<file path="src/rtl/wishbone_timeout_bridge_pkg.sv">
// Shared types and defaults for the Wishbone timeout bridge.
package wishbone_timeout_bridge_pkg;

   typedef enum logic [1:0] {
      StIdle,
      StReq,
      StResp
   } state_e;

   localparam logic [31:0] DefaultErrData       = 32'hDEADBEEF;
   localparam int unsigned DefaultTimeoutCycles = 255;

endpackage

</file>
<file path="src/rtl/wishbone_timeout_bridge.sv">
// Registered Wishbone stage between the management master and the slave decoder; answers with
// ERR_DATA when no slave acks within TIMEOUT_CYCLES and logs the timeout.
module wishbone_timeout_bridge
   import wishbone_timeout_bridge_pkg::*;
#(
   parameter int unsigned TIMEOUT_CYCLES = DefaultTimeoutCycles,
   parameter logic [31:0] ERR_DATA       = DefaultErrData,
   parameter int unsigned CNT_W          = 8
) (
   input  logic             wb_clk_i,
   input  logic             wb_rst_i,
   input  logic             wbs_m_cyc_i,
   input  logic             wbs_m_stb_i,
   input  logic [31:0]      wbs_m_adr_i,
   input  logic             wbs_m_we_i,
   input  logic [31:0]      wbs_m_dat_i,
   input  logic [3:0]       wbs_m_sel_i,
   output logic [31:0]      wbs_m_dat_o,
   output logic             wbs_m_ack_o,
   output logic             wbs_s_cyc_o,
   output logic             wbs_s_stb_o,
   output logic [31:0]      wbs_s_adr_o,
   output logic             wbs_s_we_o,
   output logic [31:0]      wbs_s_dat_o,
   output logic [3:0]       wbs_s_sel_o,
   input  logic [31:0]      wbs_s_dat_i,
   input  logic             wbs_s_ack_i,
   output logic             timeout_o,
   output logic [CNT_W-1:0] timeout_cnt_o,
   output logic [31:0]      timeout_adr_o
);

   localparam int unsigned         TimerW    = $clog2(TIMEOUT_CYCLES);
   localparam logic [TimerW-1:0]   TimerLast = TimerW'(TIMEOUT_CYCLES - 1);
   localparam logic [CNT_W-1:0]    CntMax    = '1;

   state_e            state_q, state_d;
   logic              req_q, req_d;
   logic [31:0]       adr_q, adr_d;
   logic              we_q, we_d;
   logic [31:0]       wdat_q, wdat_d;
   logic [3:0]        sel_q, sel_d;
   logic [31:0]       rdat_q, rdat_d;
   logic              ack_q, ack_d;
   logic              to_q, to_d;
   logic [TimerW-1:0] timer_q, timer_d;
   logic [CNT_W-1:0]  cnt_q, cnt_d;
   logic [31:0]       to_adr_q, to_adr_d;

   always_ff @(posedge wb_clk_i) begin
      if (wb_rst_i) begin
         state_q  <= StIdle;
         req_q    <= 1'b0;
         adr_q    <= '0;
         we_q     <= 1'b0;
         wdat_q   <= '0;
         sel_q    <= '0;
         rdat_q   <= '0;
         ack_q    <= 1'b0;
         to_q     <= 1'b0;
         timer_q  <= '0;
         cnt_q    <= '0;
         to_adr_q <= '0;
      end else begin
         state_q  <= state_d;
         req_q    <= req_d;
         adr_q    <= adr_d;
         we_q     <= we_d;
         wdat_q   <= wdat_d;
         sel_q    <= sel_d;
         rdat_q   <= rdat_d;
         ack_q    <= ack_d;
         to_q     <= to_d;
         timer_q  <= timer_d;
         cnt_q    <= cnt_d;
         to_adr_q <= to_adr_d;
      end
   end

   always_comb begin
      state_d  = state_q;
      req_d    = req_q;
      adr_d    = adr_q;
      we_d     = we_q;
      wdat_d   = wdat_q;
      sel_d    = sel_q;
      rdat_d   = rdat_q;
      ack_d    = 1'b0;
      to_d     = 1'b0;
      timer_d  = timer_q;
      cnt_d    = cnt_q;
      to_adr_d = to_adr_q;

      unique case (state_q)
         StIdle: begin
            if (wbs_m_cyc_i && wbs_m_stb_i) begin
               adr_d   = wbs_m_adr_i;
               we_d    = wbs_m_we_i;
               wdat_d  = wbs_m_dat_i;
               sel_d   = wbs_m_sel_i;
               req_d   = 1'b1;
               timer_d = '0;
               state_d = StReq;
            end
         end
         StReq: begin
            // Abort beats ack, and a real ack beats a coincident timer expiry.
            if (!wbs_m_cyc_i) begin
               req_d   = 1'b0;
               state_d = StIdle;
            end else if (wbs_s_ack_i) begin
               rdat_d  = wbs_s_dat_i;
               ack_d   = 1'b1;
               req_d   = 1'b0;
               state_d = StResp;
            end else if (timer_q == TimerLast) begin
               rdat_d   = ERR_DATA;
               ack_d    = 1'b1;
               to_d     = 1'b1;
               to_adr_d = adr_q;
               if (cnt_q != CntMax) begin
                  cnt_d = cnt_q + CNT_W'(1);
               end
               req_d   = 1'b0;
               state_d = StResp;
            end else begin
               timer_d = timer_q + TimerW'(1);
            end
         end
         StResp: begin
            state_d = StIdle;
         end
         default: begin
            state_d = StIdle;
         end
      endcase
   end

   assign wbs_m_dat_o   = rdat_q;
   assign wbs_m_ack_o   = ack_q;
   assign wbs_s_cyc_o   = req_q;
   assign wbs_s_stb_o   = req_q;
   assign wbs_s_adr_o   = adr_q;
   assign wbs_s_we_o    = we_q;
   assign wbs_s_dat_o   = wdat_q;
   assign wbs_s_sel_o   = sel_q;
   assign timeout_o     = to_q;
   assign timeout_cnt_o = cnt_q;
   assign timeout_adr_o = to_adr_q;

endmodule

</file>
<file path="config.mk">
export PLATFORM = sky130hd
export DESIGN_NAME = wishbone_timeout_bridge
export DESIGN_NICKNAME = d
export VERILOG_FILES = /design/src/rtl/wishbone_timeout_bridge_pkg.sv /design/src/rtl/wishbone_timeout_bridge.sv
export SDC_FILE = /design/constraint.sdc
export NUM_CORES = 1
export LEC_CHECK = 0
export CAP_MARGIN = 20
export CORE_MARGIN = 2
export CORE_UTILIZATION = 42
export DETAILED_ROUTE_END_ITERATION = 6
export GPL_TIMING_DRIVEN = 0
export MAX_ROUTING_LAYER = met4
export PLACE_DENSITY = 0.8
export SYNTH_ARGS = -nofsm -noshare
export SYNTH_HDL_FRONTEND = slang
export SYNTH_SLANG_ARGS = --single-unit
</file>
<file path="constraint.sdc">
create_clock -name wb_clk_i -period 2.1 [get_ports wb_clk_i]
set_input_delay 0.315 -clock wb_clk_i [delete_from_list [all_inputs] [get_ports wb_clk_i]]
set_output_delay 0.315 -clock wb_clk_i [all_outputs]
set_load 0.02 [all_outputs]
</file>
* Yosys cells after proc, flatten, opt, wreduce, memory -nomap -nowiden
Cells that the tools add are included.
** Word-level totals
- Bits in registers :: 154
- Input bits :: 106
- Output and inout port bits :: 145
- Word-level logic and storage cells :: 57
** Cells by class
- $add $sub $neg :: 2
- Equal/unequal tests :: 8
- Reductions and logical operators :: 13
- Mux-type cells :: 19
- Bitwise operators :: 3
** Operators by type and width (number)
- $mux 32 :: 2
- $mux 8 :: 4
- $add 8x1->8 const B :: 2
- $pmux 8 s2 :: 1
- $reduce_and 5->1 :: 2
- $eq 8x8->1 const B :: 1
- $mux 2 :: 4
- $ne 2x2->1 const B :: 4
- $ne 8x8->1 const B :: 1
- $mux 1 :: 6
- $reduce_and 3->1 :: 2
- $ne 4x4->1 const B :: 1
- $pmux 2 s2 :: 1
- $reduce_and 2->1 :: 2
- $reduce_and 4->1 :: 1
- $reduce_bool 2->1 :: 2
- $reduce_or 4->1 :: 1
- $not 1->1 :: 3
- $reduce_or 3->1 :: 1
- $eq 2x1->1 const B :: 1
- $logic_not 2->1 :: 1
- $pmux 1 s2 :: 1
- $logic_and 1x1->1 :: 1

* Logic depth before layout (Yosys ltp)
Gate-level depths: netlist of run 1.
- Depth after elaboration :: 5
- Mapped depth :: 8
- Depth with buffers taken out :: 6

* Worst setup path before layout of run 1
OpenSTA, ideal clock, no wires.
- Path type :: register to register
- Start point :: reg timer_q[0]
- End point :: reg cnt_q[5] (netlist: timeout_cnt_o[5])
- Setup slack :: 0.477 ns
- Stages on the path, launching flop included :: 9
- Clock period less this slack :: 1.623 ns
- Arrival time :: 1.491 ns
- Setup time :: 0.132 ns
- Path buffers :: 2
- Required time :: 1.968 ns
- Cells stage by stage :: dfxtp_1 inv_1 ha_1 and4_1 nand3_2 buf_2 buf_2 o31ai_1 a21oi_1
** Between the ends
- Word-level cells in the longest chain between the ends :: 2
** RTL lines
- start, declared :: line wishbone_timeout_bridge.sv:46 : logic [TimerW-1:0] timer_q, timer_d;
- start signal, assigned :: line wishbone_timeout_bridge.sv:74 : timer_q <= timer_d;
- $eq 8x8->1 :: line wishbone_timeout_bridge.sv:116 : end else if (timer_q == TimerLast) begin
- $reduce_and 5->1 (no line)
- end signal, assigned :: line wishbone_timeout_bridge.sv:75 : cnt_q <= cnt_d;
- end, declared :: line wishbone_timeout_bridge.sv:47 : logic [CNT_W-1:0] cnt_q, cnt_d;
Every way passes these cells.
A chain may end at the register's enable or synchronous reset.

* Final worst setup path of run 1
- Start point :: in wbs_m_cyc_i
- End point :: reg adr_q[25] (netlist: wbs_s_adr_o[25])
** Between the ends
- Word-level cells in the longest chain between the ends :: 2
** RTL lines
- start, declared :: line wishbone_timeout_bridge.sv:12 : input logic wbs_m_cyc_i,
- $logic_and 1x1->1 :: line wishbone_timeout_bridge.sv:96 : if (wbs_m_cyc_i && wbs_m_stb_i) begin
- $reduce_and 2->1 (no line)
- end signal, assigned :: line wishbone_timeout_bridge.sv:67 : adr_q <= adr_d;
- end, declared :: line wishbone_timeout_bridge.sv:39 : logic [31:0] adr_q, adr_d;
Every way passes these cells.

==> flow_metrics.env, run 1 <==
export IMPL_drc=0
export IMPL_cts_buffers=17
export IMPL_start_util_pct=42.9
export IMPL_grt_pass1_wl_mm=26.6
export IMPL_die_y_um=120
export IMPL_tns_ns=0
export IMPL_status="complete, no violations"
export IMPL_synth_top_area_share_pct=54.5
export IMPL_drive_above_1_share_pct=4.77
export IMPL_worst_path_max_delay_cell="clkdlybuf4s50_1"
export IMPL_cts_sink_count=154
export IMPL_rsz0062_at_grt="false"
export IMPL_dr_pass1_iters=4
export IMPL_cts_htree_levels=4
export IMPL_cts_tree="yes"
export IMPL_wl_per_cell_um=14.5
export IMPL_syn_area_per_cell_um2=8.02
export IMPL_path_cells="clkdlybuf4s50_1, nand2_1, or3_1, clkbuf_1, buf_2, buf_2, nand2_1, a21oi_1"
export IMPL_fin_crit_ns=1.92
export IMPL_hpwl_mm=12.2
export IMPL_worstSetupPathType="in -> reg"
export IMPL_timing_hold_violations_final=0
export IMPL_die_area_um2=14400
export IMPL_async_flop_share_pct=0
export IMPL_diodes=0
export IMPL_critPathMaxFanout=10
export IMPL_antenna_found_initial=0
export IMPL_fmax_mhz=520
export IMPL_synth_cell_types=35
export IMPL_synth_cells=705
export IMPL_skew_ns=0.00708
export IMPL_endpoint_kind="flip-flop"
export IMPL_seq_area_frac_synth_pct=54.5
export IMPL_synth_edf_count=0
export IMPL_yosys_warnings=0
export IMPL_synthTopCellsByArea="dfxtp_1 55%, nand2_1 14%, a21oi_1 11%"
export IMPL_drt_iter0_markers=279
export IMPL_ioPinCount=251
export IMPL_num_rows=42
export IMPL_layout_area_overhead_vs_synth_pct=58.2
export IMPL_netlist_area_um2=5660
export IMPL_post_route_util_pct=67.8
export IMPL_finalWirelength_mm=16.9
export IMPL_setup_viol=0
export IMPL_synth_seq_cells=154
export IMPL_worstPathArrival_ns=2.19
export IMPL_maxSlewHeadroom_pct=57.1
export IMPL_finalPower_mw=6.74
export IMPL_grt_pass1_vias=5596
export IMPL_synthTopCellsByCount="214 x nand2_1, 154 x dfxtp_1, 121 x a21oi_1"
export IMPL_clk_pin_slew_worst_paths_ns=0.06
export IMPL_crit_required_ns=2.37
export IMPL_grt_max_degree=17
export IMPL_worst_setup_path_start_kind="input pin"
export IMPL_slew_violations=0
export IMPL_routed_via_count=5718
export IMPL_period_share_pct=91.6
export IMPL_die_x_um=120
export IMPL_cts_root_buffer_cell="clkbuf_16"
export IMPL_grt_overflow=0
export IMPL_postCtsHoldBufs=0
export IMPL_power_static_leakage_nw=3.12
export IMPL_pre_cts_ws_ns=-0.360
export IMPL_ir_drop_uv=523
export IMPL_hp_class="in -> reg"
export IMPL_path_buf_inv=4
export IMPL_drtAntennaViolNets=0
export IMPL_gr_usage_all_layers_pct=24.0
export IMPL_via_per_inst=4.93
export IMPL_setup_ws_ns=0.177
export IMPL_power_per_cell_area_nw_per_um2=753
export IMPL_yosysTopAreaCell="dfxtp_1"
export IMPL_path_delay_family="buffers and inverters"
export IMPL_worst_slew_pin_slew_ns=0.644
export IMPL_place_congestion=0.843
export IMPL_critPathMaxStageDelay_ns=0.58
export IMPL_max_cap_violations=0
export IMPL_regArea_um2=3080
export IMPL_num_fill_cells=1107
export IMPL_clk_latency_ns=0.41
export IMPL_multi_input_area_um2=2350
export IMPL_io_buffers=249
export IMPL_synth_flop_cell="dfxtp_1"
export IMPL_synthesis_nets=814
export IMPL_cts_buffer_depth=2
export IMPL_yosysMostFrequentCell="nand2_1"
export IMPL_nNetsFinal=1082
export IMPL_coreArea_um2=13200
path summary, 6_finish.rpt:
kind | start | endpoint | slack [ns] | depth (start not counted)
worst max-delay path | wbs_m_cyc_i | wbs_s_adr_o[25] | 0.18 | 8
worst min-delay path | wbs_m_dat_i[16] | wbs_s_dat_o[16] | 0.45 | 3
worst max register to register | timer_q[1] | timeout_cnt_o[4] | 0.19 | 7
worst min register to register | timeout_adr_o[10] | timeout_adr_o[10] | 0.45 | 2
registers in the layout, indices dropped and copies added (netlist names), 2 cells and up:
signal / flops
wbs_s_sel_o: 4
wbs_m_dat_o: 32
wbs_s_adr_o: 32
timer_q: 8
wbs_s_dat_o: 32
timeout_adr_o: 32
timeout_cnt_o: 8
state_q: 2
metrics by stage:
step | cell area [µm²] | hold WS, ns | instances
floorplan | 5660 | 0.451 | 705
global placement | 8370 | 0.440 | 1130
detailed placement | 8370 | 0.445 | 1130
CTS | 8940 | 0.429 | 1161
global route | 8950 | 0.444 | 1161
finish | 8950 | 0.445 | 1161
layout make-up:
cell class / instances / share of cell area [%]
sequential: 154 / 34.5
timing repair buffer: 249 / 27.9
multi-input combinational: 496 / 26.3
clock buffer: 24 / 5.38
tap: 176 / 2.46
buffer: 51 / 2.39
clock inverter: 7 / 1.02
inverter: 4 / 0.168
cell usage in the layout, fill, tap and decap left out, types with 2 or more instances in the layout:
master,instances
a211oi_1,2
a21oi_1,121
a31oi_1,4
and3_1,4
buf_2,15
bufinv_16,2
clkbuf_1,39
clkbuf_16,17
clkbuf_8,3
clkdlybuf4s50_1,249
clkinv_2,3
dfxtp_1,154
ha_1,3
inv_1,4
nand2_1,214
nand3_1,16
nand4_1,3
nor2_1,53
nor3_1,3
o211ai_1,3
o21a_1,26
o21ai_0,14
o31ai_1,3
or3_1,7
or4_1,5
logic make-up (layout without fill, tap and decap cells):
| group | count (synthesis) | after routing | share of synthesized area (%) |
|---|---|---|---|
| compound gates | 177 | 177 | 17.5 |
| fa+ha+maj | 3 | 3 | 0.664 |
| buf+inv | 55 | 335 | 4.05 |
| flops | 154 | 154 | 54.5 |
| simple gates | 316 | 316 | 23.3 |
worst register-to-register path: stages, from the launching register on:
cell	delay, ns
dfxtp_1	0.40
ha_1	0.19
and4_1	0.26
nand3_2	0.14
buf_2	0.21
buf_2	0.20
o31ai_1	0.28
a21oi_1	0.09
timing repair:
action	CTS	global route
gates resized for setup	0	1
endpoints found under the setup margin	0	9
setup buffers	0	0
endpoints found under the hold margin	0	0
power breakdown:
| group | leakage (nW) | total [mW] | switching [mW] | internal [mW] |
|---|---|---|---|---|
| Sequential | 1.25 | 3.05 | 0.0481 | 3.00 |
| Combinational | 1.59 | 0.717 | 0.346 | 0.372 |
| Clock | 0.280 | 2.97 | 1.14 | 1.83 |
metal layers:
| metal | up-vias | routed length (µm) | track usage (%) | part of all wire (%) |
|---|---|---|---|---|
| met2 | 201 | 7970 | 38.4 | 47 |
| li1 | 2877 | - | - | - |
| met1 | 2611 | 7430 | 28.8 | 44 |
| met3 | 29 | 1070 | 6.13 | 6.4 |
| met4 | 0 | 387 | 9.78 | 2.3 |
| met5 | - | 0 | - | 0 |
Note: power is estimated with default switching activity, not from simulation.
==> run 2, diff against run 1 <==
Settings changed: PLACE_DENSITY 0.8 to 0.88.
==> run 2 against run 1 <==
Net effect: final cell count about the same; combinational power about the same; total power increased by 3.1%; critical path depth unchanged; highest routed layer unchanged.
==> flow_metrics.env, run 2 (synthesized netlist as in run 1, its figures left out) <==
export IMPL_cts_root_buffer_cell="clkbuf_16"
export IMPL_grt_pass1_wl_mm=26.2
export IMPL_rsz0062_at_grt="false"
export IMPL_crit_cells=8
export IMPL_slew_violations=0
export IMPL_coreArea_um2=13200
export IMPL_clk_latency_ns=0.42
export IMPL_worst_slew_pin_slew_ns=0.614
export IMPL_worstSetupPathType="in -> reg"
export IMPL_period_share_pct=91.1
export IMPL_path_delay_family="buffers and inverters"
export IMPL_hp_class="in -> reg"
export IMPL_fmax_mhz=523
export IMPL_nNetsFinal=1082
export IMPL_gr_usage_all_layers_pct=23.7
export IMPL_routed_via_count=5766
export IMPL_final_common_cell="clkdlybuf4s50_1"
export IMPL_post_route_util_pct=68.2
export IMPL_cts_setup_buffers=0
export IMPL_crit_reg2reg_capture="timeout_cnt_o[4]"
export IMPL_worstPathArrival_ns=2.19
export IMPL_reg2reg_from="timer_q[0]"
export IMPL_die_x_um=120
export IMPL_cts_buffers=17
export IMPL_path_buf_inv=4
export IMPL_dr_pass1_iters=4
export IMPL_drc=0
export IMPL_drt_iter0_markers=397
export IMPL_cts_tree="yes"
export IMPL_antenna_found_initial=0
export IMPL_num_fill_cells=1051
export IMPL_via_per_inst=4.96
export IMPL_clk_pin_slew_worst_paths_ns=0.06
export IMPL_fin_crit_ns=1.91
export IMPL_timing_hold_violations_final=0
export IMPL_power_per_cell_area_nw_per_um2=772
export IMPL_endpoint="wbs_s_adr_o[25]"
export IMPL_place_congestion=0.866
export IMPL_drive_above_1_share_pct=5.17
export IMPL_status="complete, no violations"
export IMPL_max_cap_violations=0
export IMPL_endpoint_kind="flip-flop"
export IMPL_ir_drop_uv=475
export IMPL_crit_required_ns=2.38
export IMPL_setup_worst_path_start="wbs_m_cyc_i"
export IMPL_worst_setup_path_start_kind="input pin"
export IMPL_grt_max_degree=17
export IMPL_ioPinCount=251
export IMPL_hpwl_mm=12.2
export IMPL_grt_overflow=0
export IMPL_final_cell_mix="249 x clkdlybuf4s50_1, 214 x nand2_1, 154 x dfxtp_1, 121 x a21oi_1, 53 x nor2_1"
export IMPL_setup_ws_ns=0.187
export IMPL_drtAntennaViolNets=0
export IMPL_critPathMaxStageDelay_ns=0.58
export IMPL_die_y_um=120
export IMPL_maxSlewHeadroom_pct=59.1
export IMPL_worst_r2r_cell_count=8
export IMPL_pre_cts_ws_ns=-0.391
export IMPL_skew_ns=0.00763
export IMPL_diodes=0
export IMPL_num_rows=42
export IMPL_setup_viol=0
export IMPL_stdcell_area_um2=9000
export IMPL_critPathMaxFanout=10
export IMPL_cts_sink_count=154
export IMPL_power_static_leakage_nw=3.14
export IMPL_path_cells="clkdlybuf4s50_1, nand2_1, or3_1, clkbuf_1, buf_2, buf_2, nand2_1, a21oi_1"
export IMPL_multi_input_area_um2=2350
export IMPL_layout_area_overhead_vs_synth_pct=59.1
export IMPL_start_util_pct=42.9
export IMPL_io_buffers=249
export IMPL_finalWirelength_mm=16.8
export IMPL_cts_buffer_depth=2
export IMPL_die_area_um2=14400
export IMPL_cts_htree_levels=4
export IMPL_regArea_um2=3080
export IMPL_ff2ff_setup_slack_ns=0.21
export IMPL_placed_area_um2=8370
export IMPL_grt_pass1_vias=5462
export IMPL_wl_per_cell_um=14.5
export IMPL_worst_path_max_delay_cell="clkdlybuf4s50_1"
-- run 2: cell count changes in the layout (fill, tap and decap cells not counted), sizes merged --
cell      before  now
clkinvlp       1    4
inv            4    5
bufinv         2    3
clkbuf        59   57
clkinv         4    2
-- run 2: worst min-delay path by stage --
stage                       from                end  slack (ns)  cells after the start
3_5_place_dp   timeout_adr_o[19]  timeout_adr_o[19]        0.45                      2
3_3_place_gp     wbs_s_dat_o[13]    wbs_s_dat_o[13]        0.44                      2
5_1_grt           wbs_m_adr_i[6]     wbs_s_adr_o[6]        0.43                      3
4_1_cts           wbs_m_adr_i[6]     wbs_s_adr_o[6]        0.43                      3
6_report          wbs_m_dat_i[3]     wbs_s_dat_o[3]        0.44                      3
2_1_floorplan    wbs_m_adr_i[10]    wbs_s_adr_o[10]        0.45                      2
-- run 2: power breakdown --
part           leakage [nW]  switching, mW  internal, mW
clock                 0.295           1.19          1.99
combinational          1.59          0.345         0.372
sequential             1.25         0.0482          3.00
-- run 2: worst reg2reg max path, cell delays in order (launching register included) --
cell and delay, ns:
dfxtp_1 0.35, inv_1 0.09, ha_1 0.16, and4_1 0.26
nand3_2 0.15, buf_2 0.22, buf_2 0.20, o31ai_1 0.25
a21oi_1 0.09
-- run 2: final cells by class --
cell class | instances | area share (%)
multi-input combinational | 496 | 26.1
inverter | 4 | 0.167
clock inverter | 10 | 1.54
sequential | 154 | 34.3
buffer | 51 | 2.38
clock buffer | 22 | 5.38
timing repair buffer | 249 | 27.7
tap | 176 | 2.45
-- run 2: layer usage --
layer  global-route usage, %  wire length, µm
met2                    39.7             8240
met1                    27.1             6920
met4                    9.12              424
met5                       -                0
met3                    6.51             1200
-- run 2: what timing repair did --
action / in CTS / in global routing
hold buffers: 0 / 0
resized for setup: 0 / 1
endpoints found under the setup margin: 0 / 7
-- run 2: stage by stage --
stage	hold slack, ns	setup TNS [ns]	power, mW	std cells
finish	0.438	0	6.95	1162
global route	0.432	0	7.20	1162
CTS	0.426	0	6.99	1162
detailed placement	0.446	-23.57	3.83	1130
global placement	0.441	-22.04	3.82	1130
floorplan	0.451	0	3.40	705
